## config.mk

```make
export PLATFORM = sky130hd
export DESIGN_NAME = rv32i_mem_bridge_t_flat
export DESIGN_NICKNAME = d
export VERILOG_FILES = /design/src/rtl/rv32i_bus_pkg.sv /design/src/rtl/rv32i_mem_bridge_t_if.sv /design/src/rtl/rv32i_bus_watchdog_t.sv /design/src/rtl/rv32i_mem_bridge_t.sv /design/src/flat_wrapper.sv
export SDC_FILE = /design/constraint.sdc
export NUM_CORES = 1
export LEC_CHECK = 0
export BUFFER_PORTS_ARGS = -buffer_cell sky130_fd_sc_hd__buf_2
export CELL_PAD_IN_SITES_DETAIL_PLACEMENT = 0
export CELL_PAD_IN_SITES_GLOBAL_PLACEMENT = 1
export CORE_ASPECT_RATIO = 2
export CORE_MARGIN = 2
export CORE_UTILIZATION = 32
export CTS_CLUSTER_SIZE = 28
export DETAILED_ROUTE_END_ITERATION = 7
export PLACE_DENSITY = 0.78
export SLEW_MARGIN = 0
export SYNTH_ARGS = -nofsm -noshare
export SYNTH_HDL_FRONTEND = slang
export SYNTH_SLANG_ARGS = --single-unit
```

## constraint.sdc

```tcl
create_clock -name clk -period 1.55 [get_ports clk]
set_input_delay 0.2325 -clock clk [delete_from_list [all_inputs] [get_ports clk]]
set_output_delay 0.2325 -clock clk [all_outputs]
set_load 0.02 [all_outputs]
```

## src/rtl/rv32i_bus_pkg.sv

```systemverilog
// Shared types and constants for the rv32i memory bridge: FSM states,
// bus widths and the NOP word returned on aborted reads.
package rv32i_bus_pkg;

  localparam int BUS_AW = 32;
  localparam int BUS_DW = 32;
  localparam int BUS_MW = BUS_DW / 8;

  localparam logic [BUS_DW-1:0] NOP_INSN = 32'h0000_0013;

  typedef enum logic [1:0] {
    IDLE = 2'd0,
    REQ  = 2'd1,
    DONE = 2'd2
  } bridge_state_t;

endpackage

```

## src/rtl/rv32i_mem_bridge_t_if.sv

```systemverilog
// Registered req/ack memory bus between the bridge (master) and a memory
// slave; request fields stay stable from request until acknowledge.
interface rv32i_mem_bridge_t_if;
  import rv32i_bus_pkg::*;

  logic              bus_req;
  logic              bus_we;
  logic [BUS_AW-1:0] bus_addr;
  logic [BUS_MW-1:0] bus_wmask;
  logic [BUS_DW-1:0] bus_wdata;
  logic [BUS_DW-1:0] bus_rdata;
  logic              bus_ack;

  modport master (
    output bus_req,
    output bus_we,
    output bus_addr,
    output bus_wmask,
    output bus_wdata,
    input  bus_rdata,
    input  bus_ack
  );

  modport slave (
    input  bus_req,
    input  bus_we,
    input  bus_addr,
    input  bus_wmask,
    input  bus_wdata,
    output bus_rdata,
    output bus_ack
  );

endinterface

```

## src/rtl/rv32i_bus_watchdog_t.sv

```systemverilog
// Request watchdog: counts un-acked REQ cycles and flags expiry on the cycle
// the count reaches TIMEOUT-1. TIMEOUT=0 removes the counter entirely.
module rv32i_bus_watchdog_t #(
  parameter int TIMEOUT = 64
) (
  input  logic clk,
  input  logic reset_n,
  input  logic clear,
  input  logic run,
  output logic expire
);

  generate
    if (TIMEOUT > 0) begin : g_wd
      localparam int CW = (TIMEOUT > 1) ? $clog2(TIMEOUT) : 1;
      localparam logic [CW-1:0] LAST = CW'(TIMEOUT - 1);

      logic [CW-1:0] cnt_reg;
      logic [CW-1:0] cnt_next;

      always_comb begin
        cnt_next = cnt_reg;
        if (clear) begin
          cnt_next = '0;
        end else if (run && (cnt_reg != LAST)) begin
          cnt_next = cnt_reg + CW'(1);
        end
      end

      always_ff @(posedge clk or negedge reset_n) begin
        if (!reset_n) begin
          cnt_reg <= '0;
        end else begin
          cnt_reg <= cnt_next;
        end
      end

      assign expire = run && (cnt_reg == LAST);
    end else begin : g_off
      logic unused_wd_inputs;
      assign unused_wd_inputs = ^{clk, reset_n, clear, run};
      assign expire = 1'b0;
    end
  endgenerate

endmodule

```

## src/rtl/rv32i_mem_bridge_t.sv

```systemverilog
// Converts the rv32i_cpu_t combinational memory port into one registered
// req/ack bus transaction per CPU step. Optional macro RD_REUSE_EN skips the
// bus for a repeated read of the last successfully read word.
module rv32i_mem_bridge_t
  import rv32i_bus_pkg::*;
#(
  parameter int                TIMEOUT  = 64,
  parameter logic [BUS_DW-1:0] ERR_DATA = NOP_INSN
) (
  input  logic                clk,
  input  logic                reset_n,
  input  logic [BUS_AW-1:0]   cpu_addr,
  input  logic [BUS_MW-1:0]   cpu_wmask,
  input  logic [BUS_DW-1:0]   cpu_wdata,
  output logic [BUS_DW-1:0]   cpu_rdata,
  output logic                cpu_hold,
  rv32i_mem_bridge_t_if.master bus,
  output logic                err
);

  bridge_state_t     state_reg, state_next;
  logic              bus_req_reg, bus_req_next;
  logic              bus_we_reg, bus_we_next;
  logic [BUS_AW-1:0] bus_addr_reg, bus_addr_next;
  logic [BUS_MW-1:0] bus_wmask_reg, bus_wmask_next;
  logic [BUS_DW-1:0] bus_wdata_reg, bus_wdata_next;
  logic [BUS_DW-1:0] cpu_rdata_reg, cpu_rdata_next;
  logic              err_reg, err_next;
  logic              wd_expire;
  logic              rd_hit;

  // Bus addresses are word aligned; the byte offset is carried by the mask.
  logic unused_addr_lsbs;
  assign unused_addr_lsbs = ^cpu_addr[1:0];

  rv32i_bus_watchdog_t #(
    .TIMEOUT (TIMEOUT)
  ) u_watchdog (
    .clk     (clk),
    .reset_n (reset_n),
    .clear   (state_reg != REQ),
    .run     ((state_reg == REQ) && !bus.bus_ack),
    .expire  (wd_expire)
  );

`ifdef RD_REUSE_EN
  logic        reuse_valid_reg, reuse_valid_next;
  logic [29:0] reuse_addr_reg, reuse_addr_next;

  always_comb begin
    reuse_valid_next = reuse_valid_reg;
    reuse_addr_next  = reuse_addr_reg;
    if ((state_reg == IDLE) && (cpu_wmask != '0)) begin
      reuse_valid_next = 1'b0;
    end else if (state_reg == REQ) begin
      if (bus.bus_ack && !bus_we_reg) begin
        reuse_valid_next = 1'b1;
        reuse_addr_next  = bus_addr_reg[31:2];
      end else if (wd_expire) begin
        reuse_valid_next = 1'b0;
      end
    end
  end

  always_ff @(posedge clk or negedge reset_n) begin
    if (!reset_n) begin
      reuse_valid_reg <= 1'b0;
      reuse_addr_reg  <= '0;
    end else begin
      reuse_valid_reg <= reuse_valid_next;
      reuse_addr_reg  <= reuse_addr_next;
    end
  end

  assign rd_hit = reuse_valid_reg && (cpu_wmask == '0) &&
                  (cpu_addr[31:2] == reuse_addr_reg);
`else
  assign rd_hit = 1'b0;
`endif

  always_comb begin
    state_next     = state_reg;
    bus_req_next   = bus_req_reg;
    bus_we_next    = bus_we_reg;
    bus_addr_next  = bus_addr_reg;
    bus_wmask_next = bus_wmask_reg;
    bus_wdata_next = bus_wdata_reg;
    cpu_rdata_next = cpu_rdata_reg;
    err_next       = err_reg;

    case (state_reg)
      IDLE: begin
        if (rd_hit) begin
          state_next = DONE;
        end else begin
          bus_addr_next  = {cpu_addr[31:2], 2'b00};
          bus_we_next    = (cpu_wmask != '0);
          bus_wmask_next = cpu_wmask;
          bus_wdata_next = cpu_wdata;
          bus_req_next   = 1'b1;
          state_next     = REQ;
        end
      end
      REQ: begin
        // A late ack on the expiry cycle still completes normally.
        if (bus.bus_ack) begin
          bus_req_next = 1'b0;
          if (!bus_we_reg) begin
            cpu_rdata_next = bus.bus_rdata;
          end
          state_next = DONE;
        end else if (wd_expire) begin
          bus_req_next = 1'b0;
          if (!bus_we_reg) begin
            cpu_rdata_next = ERR_DATA;
          end
          err_next   = 1'b1;
          state_next = DONE;
        end
      end
      DONE: begin
        state_next = IDLE;
      end
      default: begin
        state_next = IDLE;
      end
    endcase
  end

  always_ff @(posedge clk or negedge reset_n) begin
    if (!reset_n) begin
      state_reg     <= IDLE;
      bus_req_reg   <= 1'b0;
      bus_we_reg    <= 1'b0;
      bus_addr_reg  <= '0;
      bus_wmask_reg <= '0;
      bus_wdata_reg <= '0;
      cpu_rdata_reg <= '0;
      err_reg       <= 1'b0;
    end else begin
      state_reg     <= state_next;
      bus_req_reg   <= bus_req_next;
      bus_we_reg    <= bus_we_next;
      bus_addr_reg  <= bus_addr_next;
      bus_wmask_reg <= bus_wmask_next;
      bus_wdata_reg <= bus_wdata_next;
      cpu_rdata_reg <= cpu_rdata_next;
      err_reg       <= err_next;
    end
  end

  assign cpu_hold      = (state_reg != DONE);
  assign cpu_rdata     = cpu_rdata_reg;
  assign err           = err_reg;
  assign bus.bus_req   = bus_req_reg;
  assign bus.bus_we    = bus_we_reg;
  assign bus.bus_addr  = bus_addr_reg;
  assign bus.bus_wmask = bus_wmask_reg;
  assign bus.bus_wdata = bus_wdata_reg;

endmodule

```

## src/flat_wrapper.sv

```systemverilog
// flat-port wrapper written by rule: the top's interface ports become plain ports
module rv32i_mem_bridge_t_flat import rv32i_bus_pkg::*;
#(
  parameter int                TIMEOUT  = 64,
  parameter logic [BUS_DW-1:0] ERR_DATA = NOP_INSN
)
  (clk, reset_n, cpu_addr, cpu_wmask, cpu_wdata, cpu_rdata, cpu_hold, err, bus_bus_req, bus_bus_we, bus_bus_addr, bus_bus_wmask, bus_bus_wdata, bus_bus_rdata, bus_bus_ack);
  rv32i_mem_bridge_t_if bus_i ();
  input  logic clk;
  input  logic reset_n;
  input  logic [BUS_AW-1:0] cpu_addr;
  input  logic [BUS_MW-1:0] cpu_wmask;
  input  logic [BUS_DW-1:0] cpu_wdata;
  output logic [BUS_DW-1:0] cpu_rdata;
  output logic cpu_hold;
  output logic err;
  output wire logic [$bits(bus_i.bus_req)-1:0] bus_bus_req;
  output wire logic [$bits(bus_i.bus_we)-1:0] bus_bus_we;
  output wire logic [$bits(bus_i.bus_addr)-1:0] bus_bus_addr;
  output wire logic [$bits(bus_i.bus_wmask)-1:0] bus_bus_wmask;
  output wire logic [$bits(bus_i.bus_wdata)-1:0] bus_bus_wdata;
  input wire logic [$bits(bus_i.bus_rdata)-1:0] bus_bus_rdata;
  input wire logic [$bits(bus_i.bus_ack)-1:0] bus_bus_ack;
  assign bus_bus_req = bus_i.bus_req;
  assign bus_bus_we = bus_i.bus_we;
  assign bus_bus_addr = bus_i.bus_addr;
  assign bus_bus_wmask = bus_i.bus_wmask;
  assign bus_bus_wdata = bus_i.bus_wdata;
  assign bus_i.bus_rdata = bus_bus_rdata;
  assign bus_i.bus_ack = bus_bus_ack;
  rv32i_mem_bridge_t #(.TIMEOUT(TIMEOUT), .ERR_DATA(ERR_DATA)) u_core (.clk(clk), .reset_n(reset_n), .cpu_addr(cpu_addr), .cpu_wmask(cpu_wmask), .cpu_wdata(cpu_wdata), .cpu_rdata(cpu_rdata), .cpu_hold(cpu_hold), .bus(bus_i), .err(err));
endmodule
```

==> flow_summary.json, run 1 <==
{
  "initialDrtViolationCount": 117,
  "cellPowerDensity_nw_per_um2": 1538,
  "first_global_vias": 3582,
  "synth_top_flop_cell": "dfrtp_1",
  "fin_setup_tns_ns": 0,
  "r2r_cells": 4,
  "status": "completed",
  "r2r_start": "u_core.state_reg[1]$_DFFE_PN0P_",
  "yosys.area.top_type": "dfrtp_1",
  "dp_hpwl_um": 8472,
  "fillers": 1252,
  "leakagePower_nw": 3.077,
  "overflow": 0,
  "hold_start": "cpu_wdata[17]",
  "setup_viol": 0,
  "dpl_cell_area_um2": 5773,
  "start_kind": "register",
  "cts_tree": "yes",
  "die_h_um": 169.6,
  "coreArea_um2": 13440,
  "async_reset_ff_frac": 1.000,
  "dieArea_um2": 14720,
  "num_antenna_cells": 0,
  "slowest_delay_ns": 0.44,
  "hold-path-cell-count": 2,
  "grt_max_degree": 43,
  "slew_viol_final": 0,
  "ios": 207,
  "postCtsSetupBuffers": 0,
  "reg2reg_slack_ns": 0.08,
  "p_total_mw": 9.421,
  "clock_latency_ns": 0.34,
  "vdd_drop_max_uv": 816.4,
  "finalCritPeriodShare": 0.9476,
  "fin_crit_ns": 1.469,
  "max_freq_mhz": 680.8,
  "critPathCaptureType": "register",
  "yosysWarnings": 0,
  "fin_skew_ns": 0.01160,
  "cts_buffer_depth": 2,
  "ant_nets": 0,
  "vias_per_cell": 4.774,
  "antenna_found_initial": 0,
  "setup.worst_path.class": "reg -> reg",
  "finalHoldViolations": 0,
  "cts_buffers": 9,
  "vias": 3394,
  "grt_use_total": 0.1494,
  "hold_path_end": "u_core.bus.bus_wdata[17]$_DFFE_PN0P_",
  "path_cells": "or3b_1 -> buf_12 -> a22oi_1 -> o21ai_0",
  "grt_first_pass_wirelength_um": 17350,
  "final_cell_area_um2": 6123,
  "drcViolationCount": 0,
  "rsz0062_at_grt": "false",
  "row_count": 60,
  "root_buffer": "clkbuf_16",
  "cts.sinks": 109,
  "gp_congestion": 0.7902,
  "synthTopCellsByArea": "dfrtp_1, mux2_2, a22oi_1, inv_1, o21ai_0",
  "crit_fanout": 29,
  "synth_top_area_share": 0.6218,
  "min_path_type": "in -> reg",
  "final_nets": 655,
  "io_buffers": 202,
  "wl_per_cell_um": 15.38,
  "synth.distinct_cells": 35,
  "crit_slowest_cell": "dfrtp_2",
  "netlist_instances": 335,
  "clk_pin_slew_ns": 0.08,
  "area_growth_syn_to_layout_pct": 39.59,
  "max-cap-violations": 0,
  "synth_edf_count": 0,
  "initial_core_util": 0.3264,
  "ctsHtreeMaxLevel": 3,
  "die_width_um": 86.79,
  "drt-total-wl_um": 10940,
  "crit_required_ns": 1.76,
  "r2r_end": "u_core.cpu_rdata[8]$_DFFE_PN0P_",
  "critPathArrivalTime_ns": 1.68,
  "avgSynthCellArea_um2": 13.09,
  "synth-seq-area-share": 0.6218,
  "syn_area_um2": 4387,
  "drive_gt1_frac": 0.5576,
  "firstDrtPassIters": 4,
  "synth_seq_cells": 109
}
-- worst max path at each step --
stage | startpoint | to | slack (ns) | depth (start not counted)
2_1_floorplan | u_core.state_reg[1]$_DFFE_PN0P_ | u_core.bus.bus_wdata[24]$_DFFE_PN0P_ | 0.02 | 5
3_3_place_gp | u_core.state_reg[1]$_DFFE_PN0P_ | u_core.cpu_rdata[19]$_DFFE_PN0P_ | 0.11 | 4
3_5_place_dp | u_core.state_reg[1]$_DFFE_PN0P_ | u_core.cpu_rdata[8]$_DFFE_PN0P_ | 0.08 | 4
4_1_cts | u_core.state_reg[1]$_DFFE_PN0P_ | u_core.cpu_rdata[8]$_DFFE_PN0P_ | 0.07 | 4
5_1_grt | u_core.state_reg[1]$_DFFE_PN0P_ | u_core.cpu_rdata[13]$_DFFE_PN0P_ | 0.001 | 4
6_report | u_core.state_reg[1]$_DFFE_PN0P_ | u_core.cpu_rdata[8]$_DFFE_PN0P_ | 0.08 | 4
-- layout make-up --
cell class,count,area (um2),share of cell area
Tap cell,155,193.9,0.03167
Timing Repair Buffer,223,1286,0.2101
Clock inverter,7,102.6,0.01676
Sequential cell,109,2729,0.4456
Multi-Input combinational cell,175,1463,0.2389
Inverter,33,123.9,0.02023
Clock buffer,9,225.2,0.03678
-- critical path, delay by kind of cell, from the launching register on --
kind            cells  cell delay (ns)
compound gates      2             0.29
buf+inv             1             0.18
flops               1             0.44
simple gates        1             0.42
-- placed cells by master (no fill, tap or decap), types with 2 or more instances in the layout --
cell,instances
a22oi_1,28
nor3_1,2
buf_2,201
conb_1,2
buf_12,9
inv_6,2
inv_1,33
o21ai_0,18
o22ai_1,3
nor2b_1,2
mux2_2,66
buf_4,12
mux2i_1,2
o21ai_1,12
dfrtp_1,108
nand2_1,5
nand2b_1,3
clkbuf_16,9
nor2_1,3
bufinv_16,2
a21oi_1,10
-- per-layer routing --
metal / wire (um) / part of all wire / global-route usage / vias up
met5: 0 / 0 / 0 / -
li1: - / - / - / 1605
met1: 4048 / 0.37 / 0.1597 / 1633
met3: 553 / 0.051 / 0.03161 / 19
met4: 245 / 0.022 / 0.06522 / 0
met2: 6088 / 0.56 / 0.2738 / 137
-- metrics by stage --
stage / utilization / setup WS, ns / hold slack, ns / std cells
global placement: 0.4296 / 0.1146 / 0.1582 / 694
global route: 0.4557 / 0.001044 / 0.1017 / 711
CTS: 0.4547 / 0.06590 / 0.1028 / 711
finish: 0.4557 / 0.08115 / 0.1163 / 711
detailed placement: 0.4296 / 0.07824 / 0.1626 / 694
floorplan: - / 0.01868 / -0.06309 / 336
-- power breakdown --
| part | switching, mW | internal (mW) |
|---|---|---|
| Clock | 1.08 | 1.44 |
| Combinational | 1.71 | 1.34 |
| Sequential | 0.344 | 3.52 |
-- synth_stat cells (2+ instances only) --
cell      number
mux2i_1        2
nor3_1         2
nand2_1        5
dfrtp_1      109
nor2_1         3
nor2b_1        2
inv_1         33
buf_2         11
o21ai_0       21
mux2_2        66
o21ai_1       10
buf_6          2
o22ai_1        3
a21oi_1       10
clkbuf_1       3
nor4bb_1       2
buf_4          3
a22oi_1       29
nand2b_1       3
-- what timing repair did --
item | CTS | global route
gates resized for setup | 0 | 5
hold buffers | 1 | 0
setup endpoints to repair | 0 | 8
hold endpoints to repair | 20 | 0
-- kinds of logic (layout without fill, tap and decap cells) --
| kind of cell | count (synthesis) | count (layout) | synth area share |
|---|---|---|---|
| flops | 109 | 109 | 0.6218 |
| compound gates | 77 | 77 | 0.1081 |
| mux | 68 | 68 | 0.1740 |
| buf+inv | 52 | 272 | 0.05362 |
| simple gates | 27 | 27 | 0.03879 |
| fa+ha+maj | 1 | 1 | 0.002852 |
| other cells | 1 | 2 | 0.0008549 |
(Power assumes the default switching activity.)
==> run 2, diff against run 1 <==
PLACE_DENSITY = 0.84   (was 0.78)
==> run 2 against run 1 <==
  * Power down 2.5%
  * Worst hold slack better by 0.0022 ns
  * Non-clock buffer count down 8
  * Sequential share of layout area up 0.88 points
  * Cell area down 1.9%
  * Clock-buffer cell count up 1
  * Maximum frequency up 0.52%
  * Critical path type is now reg -> out
==> flow_summary.json, run 2 (same netlist as run 1, synthesis figures left out) <==
{
  "cts.sinks": 109,
  "cts_buffers": 9,
  "dp_hpwl_um": 8188,
  "fin_util": 0.4470,
  "overflow": 0,
  "max_freq_mhz": 684.4,
  "ios": 207,
  "setup.worst_path.class": "reg -> out",
  "ant_nets": 0,
  "max-cap-violations": 0,
  "p_int_mw": 6.099,
  "gp_congestion": 0.7917,
  "vias_per_cell": 4.821,
  "final_nets": 647,
  "cts_buffer_depth": 2,
  "placedCellCount": 686,
  "die_width_um": 86.79,
  "setup_viol": 0,
  "vias": 3389,
  "grt_use_total": 0.1470,
  "critPathArrivalTime_ns": 1.23,
  "first_global_vias": 3582,
  "fin_crit_ns": 1.461,
  "cellPowerDensity_nw_per_um2": 1529,
  "cts_tree": "yes",
  "critPathCaptureType": "output pin",
  "clkPwrFrac": 0.262,
  "initial_core_util": 0.3264,
  "drive_gt1_frac": 0.5511,
  "cp_top_family": "flip-flops",
  "switchingPower_mw": 3.089,
  "row_count": 60,
  "initialDrtViolationCount": 118,
  "clk_pin_slew_ns": 0.07,
  "crit_required_ns": 1.32,
  "layout_commonest_cell": "buf_2",
  "wl_per_cell_um": 15.17,
  "postCtsSetupBuffers": 0,
  "num_antenna_cells": 0,
  "fin_cells": 703,
  "clock_latency_ns": 0.34,
  "fin_skew_ns": 0.008698,
  "min_path_type": "in -> reg",
  "start_kind": "register",
  "slew_viol_final": 0,
  "slowest_delay_ns": 0.45,
  "p_seq_frac": 0.421,
  "dieArea_um2": 14720,
  "firstDrtPassIters": 4,
  "coreArea_um2": 13440,
  "leakagePower_nw": 3.021,
  "vdd_drop_max_uv": 682.2,
  "finalHoldViolations": 0,
  "status": "completed",
  "final_cell_mix": "buf_2, dfrtp_1, mux2_2",
  "critPathBufInv": 2,
  "crit_slowest_cell": "dfrtp_2",
  "comb_power_share": 0.317,
  "p_sw_frac": 0.3362,
  "ctsHtreeMaxLevel": 3,
  "area_growth_syn_to_layout_pct": 36.94,
  "drt-total-wl_um": 10660,
  "path_cells": "buf_4 -> nand2b_1 -> buf_2",
  "die_h_um": 169.6,
  "antenna_found_initial": 0,
  "fillers": 1255,
  "drcViolationCount": 0,
  "root_buffer": "clkbuf_16",
  "fin_setup_tns_ns": 0,
  "grt_max_degree": 58,
  "rsz0062_at_grt": "false",
  "io_buffers": 202,
  "crit_fanout": 5,
  "finalCritPeriodShare": 0.9427,
  "grt_first_pass_wirelength_um": 17210
}
run 2: cell type report:
cell class              instances  area [um2]  share of cell area
flip-flops and latches        109        2730              0.4545
multi-input cells             175        1454              0.2420
repair buffers                215        1189              0.1979
clock buffers                  10       239.0             0.03978
well taps                     155       193.9             0.03228
inverters                      33       123.9             0.02062
clock inverters                 6       77.57             0.01291
run 2: path summary, 6_finish.rpt:
kind | slack (ns) | startpoint | cells past startpoint | end
max | 0.09 | u_core.state_reg[0]$_DFFE_PN0P_ | 3 | cpu_hold
min reg2reg | 0.50 | u_core.state_reg[1]$_DFFE_PN0P_ | 1 | u_core.state_reg[0]$_DFFE_PN0P_
max reg2reg | 0.10 | u_core.state_reg[1]$_DFFE_PN0P_ | 4 | u_core.cpu_rdata[31]$_DFFE_PN0P_
min | 0.12 | bus_bus_rdata[9] | 3 | u_core.cpu_rdata[9]$_DFFE_PN0P_
min in group asynchronous | 0.34 | reset_n | 2 | u_core.bus.bus_req$_DFFE_PN0P_
max in group asynchronous | 0.64 | reset_n | 3 | u_core.bus.bus_addr[11]$_DFFE_PN0P_
run 2: timing repair:
action	4_1_cts	5_1_grt
setup endpoints to repair	0	4
hold endpoints to repair	23	0
resized for setup	0	4
hold buffers	1	0
run 2: power groups by stage:
stage	logic, mW	clock network [mW]	registers (mW)
after floorplan	0.965	0	4.73
final	2.91	2.41	3.87
after global routing	3.11	2.62	3.98
after global placement	2.89	0	3.88
after CTS	2.96	2.51	3.89
after detailed placement	2.95	0	3.93
run 2: through the flow:
step	hold slack, ns	setup WS, ns	power (mW)	instance area [um2]
2_1_floorplan	-0.06309	0.01868	5.699	4390
3_3_place_gp	0.1640	0.1205	6.772	5675
3_5_place_dp	0.1722	0.05433	6.887	5675
4_1_cts	0.1012	0.04881	9.350	6002
5_1_grt	0.1054	0.005741	9.709	6007
6_report	0.1185	0.08881	9.187	6007
run 2: worst min-delay path, stage by stage:
cell     delay (ns)
buf_2          0.08
a22oi_1        0.05
o21ai_0        0.06
run 2: metal layers:
metal / wire, um / GRT usage / up-vias / part of all wire
li1: - / - / 1586 / -
met1: 3752 / 0.1513 / 1654 / 0.35
met2: 6073 / 0.2771 / 130 / 0.57
met3: 557 / 0.03016 / 19 / 0.052
met4: 278 / 0.06182 / 0 / 0.026
met5: 0 / 0 / - / 0
==> run 3, diff against run 2 <==
CORE_UTILIZATION = 35   (was 32)
CTS_CLUSTER_DIAMETER = 100   (was not set)
PLACE_DENSITY = 0.87   (was 0.84)
clock period = 1.4 ns   (was 1.55 ns; I/O delays follow)
==> run 3 against run 2 <==
  * The flow now finishes with violations (setup timing)
  * Power grew 14%
  * Cell area increased by 4.0%
  * Setup slack lost 0.11 ns
  * Largest power group unchanged
  * Sequential power up 11%
  * Largest cell class unchanged
  * Sequential cell count unchanged
==> flow_summary.json, run 3 (same netlist as run 1, synthesis figures left out) <==
{
  "status": "finished with violations",
  "violations": "setup timing",
  "die_width_um": 83.16,
  "cts.sinks": 109,
  "r2r_cells": 6,
  "io_buffers": 202,
  "drt-total-wl_um": 11670,
  "fin_setup_tns_ns": -0.2775,
  "final_cell_area_um2": 6245,
  "vdd_drop_max_uv": 1034,
  "die_h_um": 162.3,
  "ctsHtreeMaxLevel": 3,
  "slew_viol_final": 0,
  "num_antenna_cells": 0,
  "cts_buffers": 9,
  "hold-path-cell-count": 2,
  "grt_max_degree": 47,
  "cts_buffer_depth": 2,
  "setup_viol": 22,
  "placedCellCount": 687,
  "p_total_mw": 10.43,
  "vias": 3466,
  "min_path_type": "in -> reg",
  "critPathCaptureType": "register",
  "grt_first_pass_wirelength_um": 18250,
  "fin_ws_ns": -0.02522,
  "final_cell_mix": "buf_2, dfrtp_1, mux2_2",
  "root_buffer": "clkbuf_16",
  "antenna_found_initial": 0,
  "row_count": 57,
  "first_global_vias": 3818,
  "grt_use_total": 0.1670,
  "ios": 207,
  "crit_required_ns": 1.67,
  "dp_hpwl_um": 8512,
  "finalHoldViolations": 0,
  "start_kind": "register",
  "cellPowerDensity_nw_per_um2": 1670,
  "setup.worst_path.class": "reg -> reg",
  "dpl_cell_area_um2": 5737,
  "initial_core_util": 0.3597,
  "ant_nets": 0,
  "layout_commonest_cell": "buf_2",
  "vias_per_cell": 4.875,
  "fin_skew_ns": 0.009524,
  "leakagePower_nw": 3.122,
  "max-cap-violations": 0,
  "drcViolationCount": 0,
  "fin_crit_ns": 1.425,
  "max_freq_mhz": 701.6,
  "crit_fanout": 7,
  "drive_gt1_frac": 0.5798,
  "finalCritPeriodShare": 1.018,
  "coreArea_um2": 12200,
  "firstDrtPassIters": 4,
  "wl_per_cell_um": 16.41,
  "initialDrtViolationCount": 134,
  "clk_pin_slew_ns": 0.08,
  "critPathArrivalTime_ns": 1.69,
  "cts_tree": "yes",
  "dieArea_um2": 13500,
  "final_nets": 663,
  "gp_congestion": 0.7710,
  "clock_latency_ns": 0.34,
  "rsz0062_at_grt": "true",
  "overflow": 0,
  "area_growth_syn_to_layout_pct": 42.36,
  "fin_cells": 711
}
-- run 3: final timing paths --
kind                                               startpoint                                   end  slack (ns)
worst max register to register  u_core.bus.bus_we$_DFFE_PN0P_      u_core.cpu_rdata[19]$_DFFE_PN0P_       -0.03
worst min-delay path                            cpu_wdata[25]  u_core.bus.bus_wdata[25]$_DFFE_PN0P_         0.1
worst min register to register         u_core.err$_DFFE_PN0P_                u_core.err$_DFFE_PN0P_        0.50
worst max-delay path            u_core.bus.bus_we$_DFFE_PN0P_      u_core.cpu_rdata[19]$_DFFE_PN0P_       -0.03
max in group asynchronous                             reset_n       u_core.cpu_rdata[0]$_DFFE_PN0P_        0.69
min in group asynchronous                             reset_n      u_core.cpu_rdata[22]$_DFFE_PN0P_        0.22
-- run 3: cell type report --
class                           count  area (um2)
Clock buffer                       10       239.0
Clock inverter                      6       77.57
Fill cell                        1081        5951
Inverter                           33       123.9
Multi-Input combinational cell    176        1506
Sequential cell                   109        2731
Tap cell                          147       183.9
Timing Repair Buffer              230        1383
-- run 3: worst max-delay path: stages, from the launching register on --
cell,delay (ns)
dfrtp_2,0.43
buf_4,0.17
nor4bb_4,0.28
buf_6,0.17
clkbuf_16,0.16
a22oi_1,0.06
o21ai_1,0.09
-- run 3: routing by layer --
layer	vias to the layer above	track usage	share of wire
met5	-	0	0
met4	0	0.07079	0.027
met3	25	0.03760	0.051
met2	135	0.3185	0.57
met1	1684	0.1717	0.35
li1	1622	-	-
-- run 3: repair_timing --
action	CTS	global route
endpoints found under the hold margin	109	0
setup endpoints to repair	31	55
resized for setup	13	21
cloned	1	4
hold buffers	1	0
pin swaps	0	1
setup buffers	0	2
-- run 3: per-stage QoR --
stage | util | setup WS [ns] | hold slack [ns]
floorplan | - | -0.07445 | -0.08559
global placement | 0.4704 | -0.03565 | 0.03275
detailed placement | 0.4704 | -0.08545 | 0.03528
CTS | 0.4991 | -0.04607 | 0.07942
global route | 0.5121 | -0.08672 | 0.08381
finish | 0.5121 | -0.02522 | 0.09505
-- run 3: report_power, final --
group / internal, mW / total (mW) / switching, mW
registers: 3.89 / 4.30 / 0.407
logic: 1.55 / 3.46 / 1.91
clock network: 1.47 / 2.67 / 1.19
